==> src/rtl/cnv_pkg.sv <==
// cnv_pkg: shared definitions for the convolution row unit.
//   - prod_w / acc_w : width derivations for products and the chained sum
//   - sat_clip       : clamps a signed value into a w-bit signed range
//   - ST_*           : FSM state encodings for cnv_row_gen
package cnv_pkg;

    localparam logic [1:0] ST_IDLE = 2'd0;
    localparam logic [1:0] ST_RUN  = 2'd1;
    localparam logic [1:0] ST_DONE = 2'd2;

    function automatic int prod_w(input int data_w);
        return 2 * data_w;
    endfunction

    // Wide enough that summing every product of every stage cannot overflow.
    function automatic int acc_w(input int data_w, input int depth, input int kh);
        return 2 * data_w + $clog2(depth * kh);
    endfunction

    // Operates on 64-bit carriers so one function serves any PSUM_W up to 63.
    function automatic logic signed [63:0] sat_clip(input logic signed [63:0] v,
                                                    input int w);
        logic signed [63:0] hi;
        logic signed [63:0] lo;
        hi = (64'sd1 <<< (w - 1)) - 64'sd1;
        lo = -(64'sd1 <<< (w - 1));
        if (v > hi)      return hi;
        else if (v < lo) return lo;
        return v;
    endfunction

endpackage

==> src/rtl/cnv_mac_stage.sv <==
// cnv_mac_stage: one sparse multiply-accumulate stage (one kernel row).
//   clk, rst_n : clock, async active-low reset
//   load       : capture masks/weights and start a new block
//   flg_act    : activation nonzero mask (raw, sampled on load)
//   flg_wei    : this stage's weight nonzero mask (sampled on load)
//   wei        : this stage's weight block (sampled on load)
//   act        : activation block, held stable by the parent while busy
//   busy       : stage is walking its mask
//   fnh        : one-cycle pulse when the walk has finished
//   acc        : masked dot product, held after finishing
module cnv_mac_stage
    import cnv_pkg::*;
#(
    parameter int DATA_W      = 8,
    parameter int BLOCK_DEPTH = 32,
    parameter int ACC_W       = 23
) (
    input  logic                          clk,
    input  logic                          rst_n,
    input  logic                          load,
    input  logic [BLOCK_DEPTH-1:0]        flg_act,
    input  logic [BLOCK_DEPTH-1:0]        flg_wei,
    input  logic [DATA_W*BLOCK_DEPTH-1:0] wei,
    input  logic [DATA_W*BLOCK_DEPTH-1:0] act,
    output logic                          busy,
    output logic                          fnh,
    output logic [ACC_W-1:0]              acc
);

    localparam int IDX_W  = $clog2(BLOCK_DEPTH);
    localparam int PROD_W = prod_w(DATA_W);

    logic [BLOCK_DEPTH-1:0]        mask;
    logic [DATA_W*BLOCK_DEPTH-1:0] wei_q;
    logic [IDX_W-1:0]              idx;
    logic signed [DATA_W-1:0]      a_e;
    logic signed [DATA_W-1:0]      w_e;
    logic signed [PROD_W-1:0]      prod;

    // Lowest set bit wins: scan high to low so the last hit is the lowest.
    always_comb begin
        idx = '0;
        for (int i = BLOCK_DEPTH - 1; i >= 0; i--)
            if (mask[i]) idx = IDX_W'(i);
    end

    assign a_e  = act[idx*DATA_W +: DATA_W];
    assign w_e  = wei_q[idx*DATA_W +: DATA_W];
    assign prod = PROD_W'(a_e) * PROD_W'(w_e);

    // Finish is seen in the cycle the mask runs empty, so an empty mask
    // finishes in the first cycle after load.
    assign fnh = busy && (mask == '0);

    always_ff @(posedge clk or negedge rst_n) begin
        if (!rst_n) begin
            mask  <= '0;
            wei_q <= '0;
            acc   <= '0;
            busy  <= 1'b0;
        end else if (load) begin
            mask  <= flg_act & flg_wei;
            wei_q <= wei;
            acc   <= '0;
            busy  <= 1'b1;
        end else if (busy) begin
            if (mask == '0) begin
                busy <= 1'b0;
            end else begin
                acc  <= acc + ACC_W'(prod);
                mask <= mask & (mask - BLOCK_DEPTH'(1));  // drop lowest set bit
            end
        end
    end

endmodule

==> src/rtl/cnv_row_gen.sv <==
// cnv_row_gen: convolution row unit. KH sparse MAC stages share one
// activation block; their chained sum is committed, with optional psum_in
// and saturation, into a LEN_ROW-deep partial-sum shift row.
//   clk, rst_n        : clock, async active-low reset
//   sta               : start a block MAC (accepted in IDLE only)
//   flg_act, act      : activation mask / block
//   flg_wei, wei      : per-stage weight masks / blocks
//   stg_fnh           : per-stage finish pulse
//   mac_done          : chained result ready, awaiting pls_acc
//   pls_acc, acc_en   : commit strobe, add psum_in when acc_en
//   psum_in           : upstream partial sum
//   fnh_row           : row complete, restart position count
//   psum_out          : row tail entry
//   row_vld           : LEN_ROW commits since last fnh_row/reset
//   sat_flg, err_flg  : sticky saturation / protocol-error flags
module cnv_row_gen
    import cnv_pkg::*;
#(
    parameter int KH          = 3,
    parameter int LEN_ROW     = 14,
    parameter int DATA_W      = 8,
    parameter int BLOCK_DEPTH = 32,
    parameter int PSUM_W      = 24
) (
    input  logic                             clk,
    input  logic                             rst_n,
    input  logic                             sta,
    input  logic [BLOCK_DEPTH-1:0]           flg_act,
    input  logic [DATA_W*BLOCK_DEPTH-1:0]    act,
    input  logic [KH*BLOCK_DEPTH-1:0]        flg_wei,
    input  logic [KH*DATA_W*BLOCK_DEPTH-1:0] wei,
    output logic [KH-1:0]                    stg_fnh,
    output logic                             mac_done,
    input  logic                             pls_acc,
    input  logic                             acc_en,
    input  logic [PSUM_W-1:0]                psum_in,
    input  logic                             fnh_row,
    output logic [PSUM_W-1:0]                psum_out,
    output logic                             row_vld,
    output logic                             sat_flg,
    output logic                             err_flg
);

    localparam int ACC_W = acc_w(DATA_W, BLOCK_DEPTH, KH);
    localparam int POS_W = $clog2(LEN_ROW + 1);
    localparam int BLK_W = DATA_W * BLOCK_DEPTH;

    logic [1:0]                      state;
    logic [BLK_W-1:0]                act_q;
    logic [KH-1:0]                   stg_busy;
    logic [KH-1:0][ACC_W-1:0]        stg_acc;
    logic signed [ACC_W-1:0]         chain;
    logic signed [PSUM_W:0]          sum_w;
    logic signed [63:0]              sum64;
    logic signed [63:0]              clip;
    logic [PSUM_W-1:0]               sum_sat;
    logic                            sat_hit;
    logic [LEN_ROW-1:0][PSUM_W-1:0]  row_q;
    logic [POS_W-1:0]                pos_cnt;
    logic                            start;
    logic                            commit;
    logic                            all_done;

    assign start    = sta && (state == ST_IDLE);
    assign commit   = pls_acc && (state == ST_DONE);
    assign all_done = &(stg_fnh | ~stg_busy);
    assign mac_done = (state == ST_DONE);

    for (genvar k = 0; k < KH; k++) begin : g_stage
        cnv_mac_stage #(
            .DATA_W      (DATA_W),
            .BLOCK_DEPTH (BLOCK_DEPTH),
            .ACC_W       (ACC_W)
        ) u_stage (
            .clk     (clk),
            .rst_n   (rst_n),
            .load    (start),
            .flg_act (flg_act),
            .flg_wei (flg_wei[k*BLOCK_DEPTH +: BLOCK_DEPTH]),
            .wei     (wei[k*BLK_W +: BLK_W]),
            .act     (act_q),
            .busy    (stg_busy[k]),
            .fnh     (stg_fnh[k]),
            .acc     (stg_acc[k])
        );
    end

    // ACC_W is sized for the whole chain, so plain wrap-around adds are exact.
    always_comb begin
        chain = '0;
        for (int k = 0; k < KH; k++)
            chain = chain + $signed(stg_acc[k]);
    end

    // One extra bit holds any PSUM_W + ACC_W sum; clamp afterwards.
    assign sum_w   = (PSUM_W+1)'(chain)
                   + (acc_en ? (PSUM_W+1)'(signed'(psum_in)) : '0);
    assign sum64   = 64'(sum_w);
    assign clip    = sat_clip(sum64, PSUM_W);
    assign sum_sat = clip[PSUM_W-1:0];
    assign sat_hit = (clip != sum64);

    assign psum_out = row_q[LEN_ROW-1];
    assign row_vld  = (pos_cnt == POS_W'(LEN_ROW));

    always_ff @(posedge clk or negedge rst_n) begin
        if (!rst_n) begin
            state <= ST_IDLE;
            act_q <= '0;
        end else begin
            if (start) act_q <= act;
            case (state)
                ST_IDLE: if (sta)      state <= ST_RUN;
                ST_RUN:  if (all_done) state <= ST_DONE;
                ST_DONE: if (pls_acc)  state <= ST_IDLE;
                default:               state <= ST_IDLE;
            endcase
        end
    end

    always_ff @(posedge clk or negedge rst_n) begin
        if (!rst_n) begin
            row_q   <= '0;
            pos_cnt <= '0;
            sat_flg <= 1'b0;
            err_flg <= 1'b0;
        end else begin
            if (commit) begin
                row_q <= {row_q[LEN_ROW-2:0], sum_sat};
                if (fnh_row)
                    pos_cnt <= POS_W'(1);  // this commit opens the new row
                else if (!row_vld)
                    pos_cnt <= pos_cnt + POS_W'(1);
            end else if (fnh_row) begin
                pos_cnt <= '0;
            end
            // A saturating commit alongside fnh_row belongs to the new row.
            if (commit && sat_hit)
                sat_flg <= 1'b1;
            else if (fnh_row)
                sat_flg <= 1'b0;
            if ((pls_acc && state != ST_DONE) || (sta && state != ST_IDLE))
                err_flg <= 1'b1;
        end
    end

endmodule

==> config.mk <==
export PLATFORM = sky130hd
export DESIGN_NAME = cnv_row_gen
export DESIGN_NICKNAME = d
export VERILOG_FILES = /design/src/rtl/cnv_pkg.sv /design/src/rtl/cnv_mac_stage.sv /design/src/rtl/cnv_row_gen.sv
export SDC_FILE = /design/constraint.sdc
export NUM_CORES = 2
export LEC_CHECK = 0
export CORE_ASPECT_RATIO = 0.9
export CORE_MARGIN = 1
export CORE_UTILIZATION = 35
export CTS_CLUSTER_DIAMETER = 40
export DETAILED_ROUTE_END_ITERATION = 8
export SLEW_MARGIN = 20
export SYNTH_ARGS = -nofsm -noshare
export SYNTH_HDL_FRONTEND = slang
export SYNTH_HIERARCHICAL = 1
export SYNTH_SLANG_ARGS = --single-unit
==> constraint.sdc <==
create_clock -name clk -period 11.09 [get_ports clk]
set_input_delay 1.109 -clock clk [delete_from_list [all_inputs] [get_ports clk]]
set_output_delay 1.109 -clock clk [all_outputs]
set_load 0.02 [all_outputs]
Yosys cells after proc, flatten, opt, wreduce, memory -nomap -nowiden

Cells that the tools add are included.

Output and inout bits: 31
Word-level logic and storage cells: 236
Flip-flop bits (word level): 1536
Bits of input ports: 1182

$mul: 3
Equality and inequality tests: 12
Bitwise logic cells: 8
Multiplexer cells: 139
Shifts and indexed selects: 6
$add $sub $neg: 10
Reduce and logical (&&, ||, !) cells: 25
Order comparisons: 2

Operator list:

| kind                                                             | count |
|---|---|
| indexed part select 256 x 9 -> 8 bit                             | 6 |
| two-way mux 5 bit                                                | 96 |
| two-way mux 32 bit                                               | 9 |
| two-way mux 23 bit                                               | 9 |
| AND 32 bit                                                       | 6 |
| two-way mux 64 bit                                               | 3 |
| adder 23 bit                                                     | 5 |
| zero test 32 bit                                                 | 3 |
| subtractor 32 x 1 -> 32 bit (second input constant)              | 3 |
| != test 64 x 25 -> 1 bit                                         | 1 |
| multiplier 8 x 8 -> 16 bit                                       | 3 |
| adder 25 bit                                                     | 1 |
| greater-than comparator 25 x 24 -> 1 bit (second input constant) | 1 |
| < comparator 25 x 24 -> 1 bit (second input constant)            | 1 |
| two-way mux 25 bit                                               | 1 |
| two-way mux 4 bit                                                | 4 |
| two-way mux 1 bit                                                | 13 |
| != test 2 bit (second input constant)                            | 6 |
| nonzero test 2 bit                                               | 6 |
| logical AND 1 bit                                                | 8 |
| AND reduction 2 bit                                              | 4 |
| two-way mux 2 bit                                                | 3 |
| one-hot mux 2 bit (3 select lines)                               | 1 |
| AND reduction 3 bit                                              | 2 |
| other kinds (9)                                                  | 10 |

Depth between registers and ports, before layout

Depth after elaboration: 38
Gate-level depth with buffers: 43
Mapped depth without buffers: 40

Hierarchy

The synthesis kept the hierarchy.

By module, submodules not included:

| module                                 | area an instance (µm²) | instances | cells each | sequential area each (µm²) |
|---|---|---|---|---|
| cnv_mac_stage (g_stage[1].u_stage ...) | 20350.8                | 2         | 1889       | 7807.5 |
| cnv_row_gen                            | 25664.6                | 1         | 2418       | 15014.4 |
| cnv_mac_stage (g_stage[0].u_stage)     | 19960.4                | 1         | 1908       | 7807.5 |

Least setup slack after synthesis

Ideal clock, no wire load.

Kind: reg2reg
Start: reg g_stage[0].u_stage.mask[8]
End: reg g_stage[0].u_stage.acc[22]
Cell stages (with the launch flop): 41
Arrival: 8.289 ns
Setup time: 0.078 ns
Clock period less this slack: 8.367 ns
Buffers on the path: 2
Required time: 11.012 ns
Path slack: 2.723 ns
Path through: dfrtp_1 -> or3_1 -> a211o_1 -> nor3_2 -> o2111ai_1 -> nand2_2 -> buf_6 -> buf_4 -> mux2i_1 -> o22ai_1 -> nor4_1 -> a22o_1 -> nor2_1 -> fa_1 -> inv_1 -> fa_1 -> inv_1 -> fa_1 -> [... 5 more ...] -> o21bai_1 -> a21oi_1 -> nor2b_1 -> o21a_1 -> o21ai_0 -> nand2b_1 -> a21oi_1 -> xnor2_1 -> ha_1 -> a21oi_1 -> o211ai_1 -> o311a_1 -> nor4_1 -> nor2_1 -> a211oi_1 -> xor2_1 -> or3_1 -> a21oi_1

Longest elaborated chain between the ends: 15
Elaborated cells on any way between the ends: 19
Those cells by class: add/sub (1); mul (1); eq/ne (1); shift (2); mux (12); reduce/logical (2)

Ends and longest elaborated chain:

| what                                                           | line                                     | source |
|---|---|---|
| start: declaration                                             | cnv_mac_stage.sv:33                      | `logic [BLOCK_DEPTH-1:0] mask;` |
| start signal: assignment                                       | cnv_mac_stage.sv:62                      | `mask <= flg_act & flg_wei;` |
| start signal: assignment                                       | cnv_mac_stage.sv:71                      | `mask <= mask & (mask - BLOCK_DEPTH'(1));` |
| two-way mux 5 bit (9 in a row)                                 | cnv_mac_stage.sv:44                      | `if (mask[i]) idx = IDX_W'(i);` |
| indexed part select 256 x 9 -> 8 bit, on equally long branches | cnv_mac_stage.sv:47, cnv_mac_stage.sv:48 |  |
| multiplier 8 x 8 -> 16 bit                                     | cnv_mac_stage.sv:49                      | `assign prod = PROD_W'(a_e) * PROD_W'(w_e);` |
| adder 23 bit                                                   | cnv_mac_stage.sv:70                      | `acc <= acc + ACC_W'(prod);` |
| two-way mux 23 bit                                             | cnv_mac_stage.sv:67                      | `if (mask == '0) begin` |
| two-way mux 23 bit                                             | cnv_mac_stage.sv:66                      | `end else if (busy) begin` |
| two-way mux 23 bit                                             | cnv_mac_stage.sv:61                      | `end else if (load) begin` |
| end signal: assignment                                         | cnv_mac_stage.sv:70                      |  |
| end: declaration                                               | cnv_mac_stage.sv:27                      | `output logic [ACC_W-1:0] acc` |

Several ways; a longest one is shown, not always the timed one. The select of a mux whose other input is x is not followed.
A chain may end at the register's enable or synchronous reset.

Final worst setup path

Start: reg g_stage[2].u_stage.mask[21]
End: reg g_stage[2].u_stage.acc[22]

Longest elaborated chain between the ends: 28
Elaborated cells on any way between the ends: 32
Those cells by class: add/sub (1); mul (1); eq/ne (1); shift (2); mux (25); reduce/logical (2)

Ends and longest elaborated chain:

| what                                                           | line |
|---|---|
| start: declaration                                             | cnv_mac_stage.sv:33 |
| start signal: assignment                                       | cnv_mac_stage.sv:62 |
| start signal: assignment                                       | cnv_mac_stage.sv:71 |
| two-way mux 5 bit (22 in a row)                                | cnv_mac_stage.sv:44 |
| indexed part select 256 x 9 -> 8 bit, on equally long branches | cnv_mac_stage.sv:47, cnv_mac_stage.sv:48 |
| multiplier 8 x 8 -> 16 bit                                     | cnv_mac_stage.sv:49 |
| adder 23 bit                                                   | cnv_mac_stage.sv:70 |
| two-way mux 23 bit                                             | cnv_mac_stage.sv:67 |
| two-way mux 23 bit                                             | cnv_mac_stage.sv:66 |
| two-way mux 23 bit                                             | cnv_mac_stage.sv:61 |
| end signal: assignment                                         | cnv_mac_stage.sv:70 |
| end: declaration                                               | cnv_mac_stage.sv:27 |

Several ways; a longest one is shown, not always the timed one. The select of a mux whose other input is x is not followed.

==> summary.txt <==
status = finished clean
Max FO, Critical Path = 16
skew final = 0.117 ns
crit path buf inv count = 6
initial antenna violation count = 125
Layout Area Growth over Synthesis = 29.2%
number of remaining DRC errors = 0
DIE HEIGHT = 473 um
Synth Register Bits = 1536
count of final hold-check violations = 0
met3 WL = 26800 um
final wirelength = 346000 um
IO buf count = 1212
Critical Path AT = 11.36 ns
cells on worst reg2reg path = 36
Netlist cell types = 107
syn_area_per_cell = 10.7 sq um
Setup TNS Final = 0 ns
largest net degree at the start of global routing = 208
Max-Cap Viols = 0
DIE AREA = 0.249 sq mm
Post-synth ARST share = 1.00
final setup fails = 0
commonest cells after routing, fill and taps aside = dfrtp_1 (1536), nand2_1 (1468), clkdlybuf4s50_1 (1211)
layout cells sized above 1 = 0.195
Crit path max-delay family = compound AO/OA/AOI/OAI gates
Routability Congestion = 1.02
Critical Path End Type = flop
Die W = 526 um
top cells by area, synth = dfrtp_1 (45%), mux2_2 (14%), mux2i_1 (7.4%), nand2_1 (6.4%), fa_1 (4.5%)
CP Launch Type = flop
reg2reg setup slack = 0.38 ns
vias in the first global route = 70508
RSZ-0062 raised after global routing = false
GR Overflow Total = 0
Crit path required time = 11.74 ns
WS Path Type = reg -> reg
Gate Count Post-Synth = 8104
hold crit path type = in -> async
FF-to-FF Start = g_stage[2].u_stage/mask[21]
Main synth FF type = dfrtp_1
Synth warnings = 6
CP peak stage delay = 0.60 ns
H-tree levels = 5
Critical R2R Capture = g_stage[2].u_stage/acc[22]
top layer in use = met5
CTS sink cnt = 1536
first-pass GRT wire length = 493000 um
top-area cell type share of the netlist area = 0.445
Max Slew Vio Count = 0
DR pass1 iterations = 6
site row count = 172
Core Region = 0.245 sq mm
Setup crit start = g_stage[2].u_stage/mask[21]
antenna-violating nets left = 0
commonest non-fill, non-tap cell in the layout = dfrtp_1
cell taking the most area after synthesis = dfrtp_1
fraction of the cycle the final worst path needs = 0.966
Worst-path clk slew = 0.05 ns
crit path max-delay cell type = or4_1
via count = 69802
sequential fraction of the synthesis area = 0.445
Initial Utilization = 0.353
DR WL/cell = 27.0 um
Rel. slew slack = 0.211
worst slew pin tran = 1.18 ns
Vias per Instance = 5.44
Root Driver = clkbuf_16
Critical Path End = g_stage[2].u_stage/acc[22]
dpl hpwl = 269000 um
Crit path depth = 36
CTS Buf Count = 277
CTS tree = yes
DRT iter0 DRCs = 6087
worst skew pair latency = 0.88 ns
cell repeated most along the worst path = inv_1
Total GRT Usage = 0.271
CTS Buffer Depth = 4
top achievable clock speed = 93.4 MHz
Nets = 10913
Mapped Nets = 9678
mapped cell area = 0.0863 sq mm
met1 wire length = 141000 um
Period minus WS final = 10.71 ns
EDFF count, synth = 0
Ports = 1213
routed wl met2 = 160000 um
-- Yosys cell counts, drive strengths merged (49+ instances only) --
cell type  instances
ha               197
fa               195
nor2             317
a21oi            300
o22ai            177
nand2b            49
buf              178
inv              316
and2             115
o21ai            355
nor3              63
nor4              64
nand3            136
clkbuf           262
o31ai             53
dfrtp           1536
mux2i            639
nand2           1477
a211oi            49
xnor2             96
mux2            1050
-- state kept, by name, summed over array words and instances, names as in the netlist --
register               flops
act_q                    256
err_flg                    1
g_stage.u_stage/acc       69
g_stage.u_stage/busy       3
g_stage.u_stage/mask      96
g_stage.u_stage/wei_q    768
pos_cnt                    4
psum_out                  24
row_q                    312
sat_flg                    1
state                      2
-- final cells by class --
class	instances	area, sq um
multi-input cells	5813	44500
clock buffers	334	7440
inverters	316	1190
fillers	22586	133000
diodes	74	185
clock inverters	152	1840
flip-flops and latches	1536	38400
well taps	3219	4030
repair buffers	1395	13900
-- repair_timing --
action | 4_1_cts | 5_1_grt
hold endpoints to repair | 0 | 0
hold buffers | 0 | 0
endpoints found under the setup margin | 0 | 5
buffers inserted | 0 | 10
resized for setup | 0 | 9
-- through the flow --
stage	hold slack, ns	instance area (sq um)	std cells	worst slack, ns	utilization
after floorplan	0.433	86300	8104	2.72	-
after global placement	0.446	102000	12267	-0.313	0.416
after detailed placement	0.449	102000	12267	0.242	0.416
after CTS	0.295	111000	12753	0.234	0.454
after global routing	0.341	111000	12820	0.0505	0.456
final	0.338	112000	12839	0.382	0.456
-- worst min path at each step --
stage,from,to,slack [ns]
3_5_place_dp,row_q[127],row_q[151],0.45
6_report,rst_n,g_stage[1].u_stage/mask[25],0.34
2_1_floorplan,row_q[10],row_q[34],0.43
4_1_cts,rst_n,g_stage[2].u_stage/wei_q[98],0.30
3_3_place_gp,row_q[287],row_q[311],0.45
5_1_grt,rst_n,g_stage[2].u_stage/wei_q[98],0.34
-- per-layer routing --
layer / up-vias / global-route usage
li1: 30927 / -
met1: 35298 / 0.344
met2: 2759 / 0.431
met3: 750 / 0.0653
met4: 68 / 0.134
met5: - / 0
-- worst register-to-register path, delay by kind of cell (launching register included) --
family	cells	cell delay [ns]
AO/OA/AOI/OAI	13	3.82
adder cells (fa/ha/maj)	6	2.68
AND/OR/NAND/NOR	9	2.57
buffers and inverters	6	0.70
flip-flops	1	0.47
multiplexers	1	0.21
XOR/XNOR	1	0.09
-- cell families (layout without fill, tap and decap cells) --
kind of cell,count (synthesis),in the layout,share of synthesized area
AND/OR/NAND/NOR,2391,2392,0.122
multiplexers,1705,1705,0.215
flip-flops,1536,1536,0.445
AO/OA/AOI/OAI,1192,1192,0.0892
buffers and inverters,756,2197,0.0415
adder cells (fa/ha/maj),392,392,0.0738
XOR/XNOR,132,132,0.0134
other,0,74,0
Power is not shown: default switching activity piles up to over one toggle a cycle in this logic, so the estimate is an artifact.
